<file path="config.mk">
export PLATFORM = sky130hd
export DESIGN_NAME = gcd_arbiter
export DESIGN_NICKNAME = d
export VERILOG_FILES = /design/src/rtl/gcd_pkg.sv /design/src/rtl/rr_picker.sv /design/src/rtl/gcd_arbiter.sv
export SDC_FILE = /design/constraint.sdc
export NUM_CORES = 1
export LEC_CHECK = 0
export CORE_MARGIN = 8
export CORE_UTILIZATION = 38
export CTS_BUF_LIST = sky130_fd_sc_hd__clkbuf_2
export DETAILED_ROUTE_END_ITERATION = 7
export PLACE_DENSITY_LB_ADDON = 0.3
export SLEW_MARGIN = 20
export SYNTH_ARGS = -nofsm -noshare
export SYNTH_HDL_FRONTEND = slang
export SYNTH_SLANG_ARGS = --single-unit
export TNS_END_PERCENT = 5
</file>
<file path="constraint.sdc">
create_clock -name clk -period 2 [get_ports clk]
set_input_delay 0.3 -clock clk [delete_from_list [all_inputs] [get_ports clk]]
set_output_delay 0.3 -clock clk [all_outputs]
set_load 0.005 [all_outputs]
</file>
<file path="src/rtl/gcd_pkg.sv">
// Shared types and defaults for the GCD request arbiter.
package gcd_pkg;

  localparam int GCD_WL = 8;

  typedef enum logic [1:0] {
    IDLE   = 2'd0,
    ISSUE  = 2'd1,
    WAIT   = 2'd2,
    RETURN = 2'd3
  } arb_state_t;

endpackage

</file>
<file path="src/rtl/rr_picker.sv">
// Round-robin picker: returns the first asserted request at or after ptr, wrapping modulo NREQ.
module rr_picker #(
  parameter int  NREQ = 4,
  localparam int IDW  = $clog2(NREQ)
) (
  input  logic [NREQ-1:0] req,
  input  logic [IDW-1:0]  ptr,
  output logic            any,
  output logic [IDW-1:0]  idx
);

  // Scan offsets from farthest to nearest so the candidate closest to ptr wins.
  always_comb begin
    int   sum_s;
    int   cand_s;
    logic hit_s;
    any    = 1'b0;
    idx    = {IDW{1'b0}};
    sum_s  = 0;
    cand_s = 0;
    hit_s  = 1'b0;
    for (int k = NREQ - 1; k >= 0; k--) begin
      sum_s  = int'(ptr) + k;
      cand_s = (sum_s >= NREQ) ? (sum_s - NREQ) : sum_s;
      hit_s  = req[cand_s[IDW-1:0]];
      any    = any | hit_s;
      idx    = hit_s ? cand_s[IDW-1:0] : idx;
    end
  end

endmodule

</file>
<file path="src/rtl/gcd_arbiter.sv">
// Shares one iterative GCD unit among NREQ requesters, one transaction in flight,
// round-robin arbitration with the last-served requester at lowest priority.
module gcd_arbiter
  import gcd_pkg::*;
#(
  parameter int  WL   = GCD_WL,
  parameter int  NREQ = 4,
  localparam int IDW  = $clog2(NREQ)
) (
  input  logic                     clk,
  input  logic                     rst_b,
  input  logic [NREQ-1:0]          req_ops_val,
  output logic [NREQ-1:0]          req_ops_rdy,
  input  logic [NREQ-1:0][WL-1:0]  req_A,
  input  logic [NREQ-1:0][WL-1:0]  req_B,
  output logic [NREQ-1:0]          req_res_val,
  input  logic [NREQ-1:0]          req_res_rdy,
  output logic [WL-1:0]            req_res,
  output logic                     gcd_ops_val,
  input  logic                     gcd_ops_rdy,
  output logic [WL-1:0]            gcd_A,
  output logic [WL-1:0]            gcd_B,
  input  logic                     gcd_res_val,
  output logic                     gcd_res_rdy,
  input  logic [WL-1:0]            gcd_res,
  output logic                     busy,
  output logic [IDW-1:0]           grant_id
);

  arb_state_t     state_r;
  arb_state_t     state_nxt_s;
  logic [IDW-1:0] rr_ptr_r;
  logic [IDW-1:0] grant_id_r;
  logic [WL-1:0]  a_r;
  logic [WL-1:0]  b_r;
  logic [WL-1:0]  res_r;
  logic           pick_any_s;
  logic [IDW-1:0] pick_idx_s;
  logic           ops_hs_s;
  logic           res_cap_s;
  logic           ret_hs_s;

  rr_picker #(
    .NREQ (NREQ)
  ) u_picker (
    .req (req_ops_val),
    .ptr (rr_ptr_r),
    .any (pick_any_s),
    .idx (pick_idx_s)
  );

  // Next-state and handshake decode. The ready is also masked by rst_b so no
  // requester can see a handshake that the held-in-reset registers would drop.
  always_comb begin
    state_nxt_s = state_r;
    req_ops_rdy = {NREQ{1'b0}};
    req_res_val = {NREQ{1'b0}};
    gcd_ops_val = 1'b0;
    gcd_res_rdy = 1'b0;
    ops_hs_s    = 1'b0;
    res_cap_s   = 1'b0;
    ret_hs_s    = 1'b0;
    case (state_r)
      IDLE: begin
        if (pick_any_s && rst_b) begin
          req_ops_rdy[pick_idx_s] = 1'b1;
          ops_hs_s                = 1'b1;
          state_nxt_s             = ISSUE;
        end else begin
          state_nxt_s = IDLE;
        end
      end
      ISSUE: begin
        gcd_ops_val = 1'b1;
        if (gcd_ops_rdy) begin
          state_nxt_s = WAIT;
        end else begin
          state_nxt_s = ISSUE;
        end
      end
      WAIT: begin
        gcd_res_rdy = 1'b1;
        if (gcd_res_val) begin
          res_cap_s   = 1'b1;
          state_nxt_s = RETURN;
        end else begin
          state_nxt_s = WAIT;
        end
      end
      RETURN: begin
        req_res_val[grant_id_r] = 1'b1;
        if (req_res_rdy[grant_id_r]) begin
          ret_hs_s    = 1'b1;
          state_nxt_s = IDLE;
        end else begin
          state_nxt_s = RETURN;
        end
      end
      default: begin
        state_nxt_s = IDLE;
      end
    endcase
  end

  // State, operand/result latches and the round-robin pointer.
  always_ff @(posedge clk or negedge rst_b) begin
    if (!rst_b) begin
      state_r    <= IDLE;
      rr_ptr_r   <= {IDW{1'b0}};
      grant_id_r <= {IDW{1'b0}};
      a_r        <= {WL{1'b0}};
      b_r        <= {WL{1'b0}};
      res_r      <= {WL{1'b0}};
    end else begin
      state_r <= state_nxt_s;
      if (ops_hs_s) begin
        a_r        <= req_A[pick_idx_s];
        b_r        <= req_B[pick_idx_s];
        grant_id_r <= pick_idx_s;
      end
      if (res_cap_s) begin
        res_r <= gcd_res;
      end
      if (ret_hs_s) begin
        rr_ptr_r <= (grant_id_r == IDW'(NREQ - 1)) ? {IDW{1'b0}} : (grant_id_r + IDW'(1));
      end
    end
  end

  assign gcd_A    = a_r;
  assign gcd_B    = b_r;
  assign req_res  = res_r;
  assign grant_id = grant_id_r;
  assign busy     = (state_r != IDLE);

endmodule

</file>
==> impl_table.tex, run 1 <==
\begin{tabular}{lr}
\hline
Metric & Value \\
\hline
\multicolumn{2}{l}{\textbf{Status}} \\
\quad Outcome & finished with violations \\
\quad Failing checks & setup timing \\
\multicolumn{2}{l}{\textbf{Worst setup path}} \\
\quad Worst Path Arrival & 1.79 ns \\
\quad Worst Reg-to-Reg Cells & 7 \\
\quad Crit path capture type & primary output \\
\quad Beginning of the worst register-to-register path & rr\_ptr\_r[1] \\
\quad Required time of the worst setup path & around 1.7 ns \\
\quad Kind of start point of the critical path & flip-flop \\
\quad Flop2flop setup slack & -0.09 ns \\
\quad Highest net fanout along the worst path & 6 \\
\quad Endpoint of the worst register-to-register path & gcd\_A[3] \\
\quad Crit Path Category & flip-flop to primary output \\
\multicolumn{2}{l}{\textbf{Floorplan}} \\
\quad Initial core utilization & 39.8\% \\
\quad Number of rows in the core area & 25 \\
\quad Die Footprint & roughly 0.0075 mm2 \\
\quad Core region area & 0.00475 mm2 \\
\quad Count of pins on the block boundary & 121 \\
\quad Die X-Extent & roughly 87 um \\
\quad Vertical extent of the die & just under 90 um \\
\multicolumn{2}{l}{\textbf{Route}} \\
\quad Vias & 1847 \\
\quad Average vias per placed instance & $\sim$4.9 \\
\quad Drc violations & 0 \\
\quad WL per Instance & around 18 um \\
\quad Residual antenna-violating net count after detailed routing & 0 \\
\quad Wire length after detailed routing & between 6 and 7 mm \\
\quad Detailed router's first-iteration violation count & 42 \\
\quad First drt pass iteration count & 4 \\
\multicolumn{2}{l}{\textbf{Run}} \\
\quad Number of maximum-capacitance constraint violations & 0 \\
\multicolumn{2}{l}{\textbf{Clock tree}} \\
\quad Clock slew seen by the registers of the worst setup and hold paths & roughly 0.16 ns \\
\quad Clock sink count & 30 \\
\quad Clock Latency Late Sink & 0.35 ns \\
\quad Clock tree from TritonCTS & done \\
\quad H-tree levels & 2 \\
\quad Root cell of the clock tree & clkbuf\_2 \\
\quad Cts hold-fix bufs & 0 \\
\quad Number of buffers created by CTS & 5 \\
\quad Clock buffer depth & 2 \\
\multicolumn{2}{l}{\textbf{Global routing}} \\
\quad All-layer global routing usage & about 18\% \\
\quad Number of antenna violations at the first check in global routing & 0 \\
\quad Total grt overflow & 0 \\
\quad Largest net degree at the start of global routing & 31 \\
\quad Via count of the first global-routing pass & 2005 \\
\quad Wire length of the first global-routing pass & around 10 mm \\
\multicolumn{2}{l}{\textbf{Finish}} \\
\quad Number of diodes added for antenna fixing & 0 \\
\quad Number of non-filler instances in the completed layout & 374 \\
\quad Design area & between 0.003 and 0.004 mm2 \\
\quad Most frequent standard cell in the layout excluding fill and tap cells & clkdlybuf4s50\_1 \\
\quad Core occupancy in the finished layout & a little under three quarters \\
\quad Final nets & a little under 400 \\
\quad Commonest non-fill, non-tap cells in the layout & 110 x clkdlybuf4s50\_1, 32 x mux2i\_1, 28 x dfrtp\_1, 24 x buf\_4, 21 x nand2\_1 \\
\quad Synth-to-layout area growth & 78.9\% \\
\quad Filler Cells Inserted & roughly 370 \\
\quad Fraction of layout instances using a drive strength above 1 & between 20 and 25\% \\
\multicolumn{2}{l}{\textbf{STA}} \\
\quad Maximum frequency from static timing analysis & between 400 and 500 MHz \\
\quad Worst slew slack as a fraction of its limit & approximately three quarters \\
\quad Post-route fraction of the period consumed by the critical path & 105\% \\
\quad Final number of setup-violating endpoints & 10 \\
\quad Post-layout minimum cycle time & roughly 2.1 ns \\
\quad Total count of hold-check failures in the final report & 0 \\
\quad Unrepaired setup endpoints after global routing & true \\
\quad Setup skew after layout & roughly 0.01 ns \\
\quad Total count of max-transition violations in the final report & 0 \\
\quad Worst-Margin Slew & about 0.39 ns \\
\quad Min setup slack post-route & -0.0943 ns \\
\multicolumn{2}{l}{\textbf{Yosys}} \\
\quad Cell area after synthesis & $\sim$0.0019 mm2 \\
\quad Syn nets & about 250 \\
\quad Post-Syn Instances & 161 \\
\quad Synth Warn \# & 0 \\
\quad Share of the yosys chip area belonging to registers & slightly below 40\% \\
\quad Seq cells post-synth & 30 \\
\quad Number of distinct library cell variants in the gate-level netlist after synthesis & 32 \\
\quad Post-Synthesis Mean Instance Area & between 10 and 15 um2 \\
\multicolumn{2}{l}{\textbf{Place}} \\
\quad Number of buffer cells added on primary ports & 120 \\
\quad Post-detailed-placement cell area & between 0.003 and 0.004 mm2 \\
\quad Routability-driven placement congestion ratio & around 0.76 \\
\quad Half-perimeter wire length after detailed placement & approximately 5.4 mm \\
\quad DP Cell Count & around 360 \\
\multicolumn{2}{l}{\textbf{Min path}} \\
\quad Worst hold path class & input pin to async pin \\
\multicolumn{2}{l}{\textbf{Power and ir drop}} \\
\quad Lkg Pwr & between 1.5 and 2 nW \\
\quad Areal power density over the cells & roughly 1100 mW/mm2 \\
\quad Largest voltage drop on the vdd net & 660 uV \\
\hline
\end{tabular}
## cells in the mapped netlist
library cell  instances  area [um2]
nor2_1                3        11.3
buf_4                 2        15.0
mux2_4                1        15.0
a311oi_2              1        15.0
or3b_1                1        8.76
nand3_1               3        15.0
inv_1                 5        18.8
mux2_2                9         101
buf_6                 3        33.8
nor2b_1               5        31.3
o221ai_2             10         150
o31ai_1               1        7.51
nand2b_1              1        6.26
dfrtp_1              30         751
o221ai_1              7        61.3
and3_4                1        11.3
nand2_1              21        78.8
buf_2                 2        10.0
or4_1                 1        7.51
ha_1                  4        50.1
mux2i_1              33         330
mux4_2                1        22.5
a31oi_1               1        6.26
or3_1                 1        6.26
a21boi_0              1        7.51
and3_1                4        25.0
buf_8                 1        15.0
o21ai_4               1        16.3
buf_12                2        40.0
clkbuf_1              1        3.75
a21oi_1               2        10.0
o21ai_1               2        10.0
## worst max path at each step
stage                                end            from  cells after the start
after CTS                 req_ops_rdy[3]     rr_ptr_r[1]                      6
after global placement    req_ops_rdy[2]  req_ops_val[2]                      6
after detailed placement  req_ops_rdy[2]  req_ops_val[2]                      6
after floorplan           req_ops_rdy[3]     rr_ptr_r[1]                      6
final                     req_ops_rdy[3]     rr_ptr_r[1]                      6
after global routing      req_ops_rdy[3]     rr_ptr_r[1]                      6
## power by group
| part | leakage [nW] | total, mW | internal (mW) | switching [mW] |
|---|---|---|---|---|
| logic | 1.15 | 2.31 | 1.41 | 0.898 |
| clock network | 0.0304 | 0.297 | 0.0861 | 0.211 |
| registers | 0.365 | 1.10 | 0.899 | 0.200 |
| total | 1.55 | 3.71 | 2.40 | 1.31 |
## cell families after synthesis
| family | count (synthesis) | synth area share (%) |
|---|---|---|
| and+or+nand+nor | 41 | 10.6 |
| AOI/OAI and AO/OA | 26 | 15.0 |
| adders and majority gates | 4 | 2.65 |
| muxes | 44 | 24.8 |
| buffers and inverters | 16 | 7.21 |
| DFF | 30 | 39.7 |
## repair_timing
action                                  4_1_cts  5_1_grt
buffers inserted                              9        0
gates resized for setup                      36        8
gates cloned                                  0        0
pin swaps                                     4        5
endpoints found under the hold margin         0        0
endpoints found under the setup margin       14       19
## through the flow
| stage | hold slack (ns) | TNS (ns) | total power [mW] | setup slack [ns] |
|---|---|---|---|---|
| global route | 0.456 | -1.30 | 3.98 | -0.173 |
| detailed placement | 0.472 | -5.95 | 3.28 | -0.565 |
| global placement | 0.469 | -4.94 | 3.22 | -0.515 |
| finish | 0.450 | -0.533 | 3.71 | -0.0943 |
| CTS | 0.438 | -0.890 | 3.71 | -0.157 |
| floorplan | 0.00441 | 0 | 2.19 | 0.301 |
## sequential cells by signal, summed over array words and instances, names as in the netlist
signal    cells
state_r       2
rr_ptr_r      2
gcd_A         8
grant_id      2
req_res       8
gcd_B         8
## cell type report
type                       count  area, um2  share of cell area, %
tap                           67       83.8                   2.48
multi-input combinational    115       1060                   31.3
sequential                    30        753                   22.3
clock buffer                   6       30.0                  0.887
clock inverter                 2       8.76                  0.259
timing repair buffer         149       1430                   42.2
inverter                       5       18.8                  0.555
## layer usage
metal  vias to the layer above  global-route usage, %  wire [um]
met3                         4                   8.32        722
li1                        889                      -          -
met2                        78                   30.2       3300
met1                       876                   19.2       2560
met4                         0                   3.91         42
met5                         -                      0          0
## critical path, stage by stage (launching register included)
cell and delay (ns):
dfrtp_2 0.47, mux2_4 0.32, o221ai_4 0.26, buf_6 0.15
buf_6 0.10, nor2_4 0.03, buf_6 0.11
(Power assumes the default switching activity.)
==> run 2: changes to the inputs <==
CAP_MARGIN = 30   (was default)
TNS_END_PERCENT = 30   (was 5)
==> impl_table.tex, run 2 (synthesis gave the netlist of run 1 again) <==
\begin{tabular}{lr}
\hline
Metric & Value \\
\hline
\multicolumn{2}{l}{\textbf{Status}} \\
\quad Outcome & finished with violations \\
\quad Failing checks & setup timing \\
\multicolumn{2}{l}{\textbf{Finish}} \\
\quad Number of non-filler instances in the completed layout & between 300 and 400 \\
\quad Core occupancy in the finished layout & between 70 and 80\% \\
\quad Filler Cells Inserted & around 370 \\
\quad Final nets & roughly 400 \\
\quad Footprint of the flip-flops and latches & 753 um2 \\
\quad Multi-input logic area & between 0.001 and 0.0015 mm2 \\
\quad Commonest non-fill, non-tap cells in the layout & 110 x clkdlybuf4s50\_1, 31 x mux2i\_1, 28 x dfrtp\_1, 24 x buf\_4, 21 x nand2\_1 \\
\quad Synth-to-layout area growth & 79.1\% \\
\quad Fraction of layout instances using a drive strength above 1 & around 25\% \\
\quad Most frequent standard cell in the layout excluding fill and tap cells & clkdlybuf4s50\_1 \\
\quad Number of diodes added for antenna fixing & 0 \\
\quad Design area & 0.00339 mm2 \\
\multicolumn{2}{l}{\textbf{STA}} \\
\quad Final number of setup-violating endpoints & 10 \\
\quad Worst slew slack as a fraction of its limit & between 70\% and 80\% \\
\quad Post-route fraction of the period consumed by the critical path & 105\% \\
\quad Post-layout minimum cycle time & 2.09 ns \\
\quad Setup skew after layout & between 0.01 and 0.015 ns \\
\quad Maximum frequency from static timing analysis & 478 MHz \\
\quad Total count of hold-check failures in the final report & 0 \\
\quad Unrepaired setup endpoints after global routing & true \\
\quad Worst-Margin Slew & between 0.3 and 0.4 ns \\
\quad Total count of max-transition violations in the final report & 0 \\
\quad TNS Setup & -0.492 ns \\
\quad Final-layout worst hold slack & around 0.44 ns \\
\quad Min setup slack post-route & -0.0913 ns \\
\multicolumn{2}{l}{\textbf{Route}} \\
\quad Wire length after detailed routing & 6.62 mm \\
\quad Residual antenna-violating net count after detailed routing & 0 \\
\quad First drt pass iteration count & 4 \\
\quad WL per Instance & approximately 18 um \\
\quad Detailed router's first-iteration violation count & 38 \\
\quad Drc violations & 0 \\
\quad Vias & between 1500 and 2000 \\
\quad Average vias per placed instance & 4.93 \\
\multicolumn{2}{l}{\textbf{Clock tree}} \\
\quad Clock sink count & 30 \\
\quad Clock tree from TritonCTS & done \\
\quad Clock buffer depth & 2 \\
\quad Clock Latency Late Sink & around 0.36 ns \\
\quad Cts hold-fix bufs & 0 \\
\quad Root cell of the clock tree & clkbuf\_2 \\
\quad H-tree levels & 2 \\
\quad Clock slew seen by the registers of the worst setup and hold paths & approximately 0.16 ns \\
\quad Number of buffers created by CTS & 5 \\
\multicolumn{2}{l}{\textbf{Global routing}} \\
\quad All-layer global routing usage & around 18\% \\
\quad Total grt overflow & 0 \\
\quad Wire length of the first global-routing pass & slightly above 10 mm \\
\quad Via count of the first global-routing pass & about 2000 \\
\quad Number of antenna violations at the first check in global routing & 0 \\
\quad Largest net degree at the start of global routing & 31 \\
\multicolumn{2}{l}{\textbf{Worst setup path}} \\
\quad Worst Reg-to-Reg Cells & 7 \\
\quad Crit Path Category & flip-flop to primary output \\
\quad Flop2flop setup slack & -0.08 ns \\
\quad Required time of the worst setup path & 1.70 ns \\
\quad Kind of start point of the critical path & flip-flop \\
\quad Beginning of the worst register-to-register path & rr\_ptr\_r[1] \\
\quad Highest net fanout along the worst path & 6 \\
\quad Worst Path Arrival & 1.79 ns \\
\quad Worst setup path startpoint & rr\_ptr\_r[1] \\
\quad Crit path capture type & primary output \\
\quad Capture point of the worst path & req\_ops\_rdy[3] \\
\quad Endpoint of the worst register-to-register path & gcd\_A[3] \\
\multicolumn{2}{l}{\textbf{Place}} \\
\quad Worst setup slack after placement & -0.565 ns \\
\quad Routability-driven placement congestion ratio & 0.761 \\
\quad Post-detailed-placement cell area & 0.00323 mm2 \\
\quad Half-perimeter wire length after detailed placement & about 5.4 mm \\
\quad Number of buffer cells added on primary ports & between 100 and 150 \\
\quad DP Cell Count & around 360 \\
\multicolumn{2}{l}{\textbf{Power and ir drop}} \\
\quad Areal power density over the cells & about 1100 mW/mm2 \\
\quad Lkg Pwr & $\sim$1.5 nW \\
\quad Power, Total & roughly 3.7 mW \\
\quad Largest voltage drop on the vdd net & around 660 uV \\
\multicolumn{2}{l}{\textbf{Floorplan}} \\
\quad Core region area & 0.00475 mm2 \\
\quad Number of rows in the core area & 25 \\
\quad Initial core utilization & between 30\% and 40\% \\
\quad Count of pins on the block boundary & 121 \\
\quad Vertical extent of the die & just under 90 um \\
\quad Die Footprint & roughly 0.0075 mm2 \\
\quad Die X-Extent & approximately 87 um \\
\multicolumn{2}{l}{\textbf{Run}} \\
\quad Number of maximum-capacitance constraint violations & 0 \\
\multicolumn{2}{l}{\textbf{Min path}} \\
\quad Worst hold path class & input pin to async pin \\
\hline
\end{tabular}
==> run 2: cell types whose count changed in the layout (fill, tap and decap cells not counted) <==
cell     change
mux2i_1      -1
mux2i_2      +1
==> run 2: worst max-delay path: stages, from the launching register on <==
cell and delay (ns):
dfrtp_2 0.47, mux2_4 0.32, o221ai_4 0.26, buf_6 0.15
buf_6 0.10, nor2_4 0.03, buf_6 0.11
==> run 2: final cells by class <==
type                    count  share of cell area [%]
repair buffers            149                    42.2
clock buffers               6                   0.886
well taps                  67                    2.47
flip-flops and latches     30                    22.2
clock inverters             2                   0.258
multi-input cells         115                    31.4
inverters                   5                   0.554
==> run 2: how the worst min path moves through the flow <==
stage | cells after the start | end
2_1_floorplan | 0 | gcd_A[0]
3_3_place_gp | 2 | gcd_A[3]
3_5_place_dp | 2 | gcd_A[6]
4_1_cts | 3 | gcd_A[3]
5_1_grt | 3 | gcd_A[3]
6_report | 3 | gcd_A[3]
==> run 2: per-layer routing <==
metal / up-vias / wire length (um) / global-route usage, % / part of all wire (%)
li1: 889 / - / - / -
met1: 873 / 2520 / 19.2 / 38
met2: 78 / 3320 / 30.2 / 50
met3: 4 / 729 / 8.32 / 11
met4: 0 / 42 / 3.91 / 0.63
met5: - / 0 / 0 / 0
==> run 2: what timing repair did <==
action	4_1_cts	5_1_grt
setup buffers	9	0
setup endpoints to repair	14	19
resized for setup	36	9
pin swaps	4	5
==> run 2: report_power, final <==
group | switching (mW) | total, mW | internal, mW | leakage [nW]
Combinational | 0.899 | 2.31 | 1.41 | 1.15
Clock | 0.211 | 0.297 | 0.0861 | 0.0304
Sequential | 0.200 | 1.10 | 0.899 | 0.365
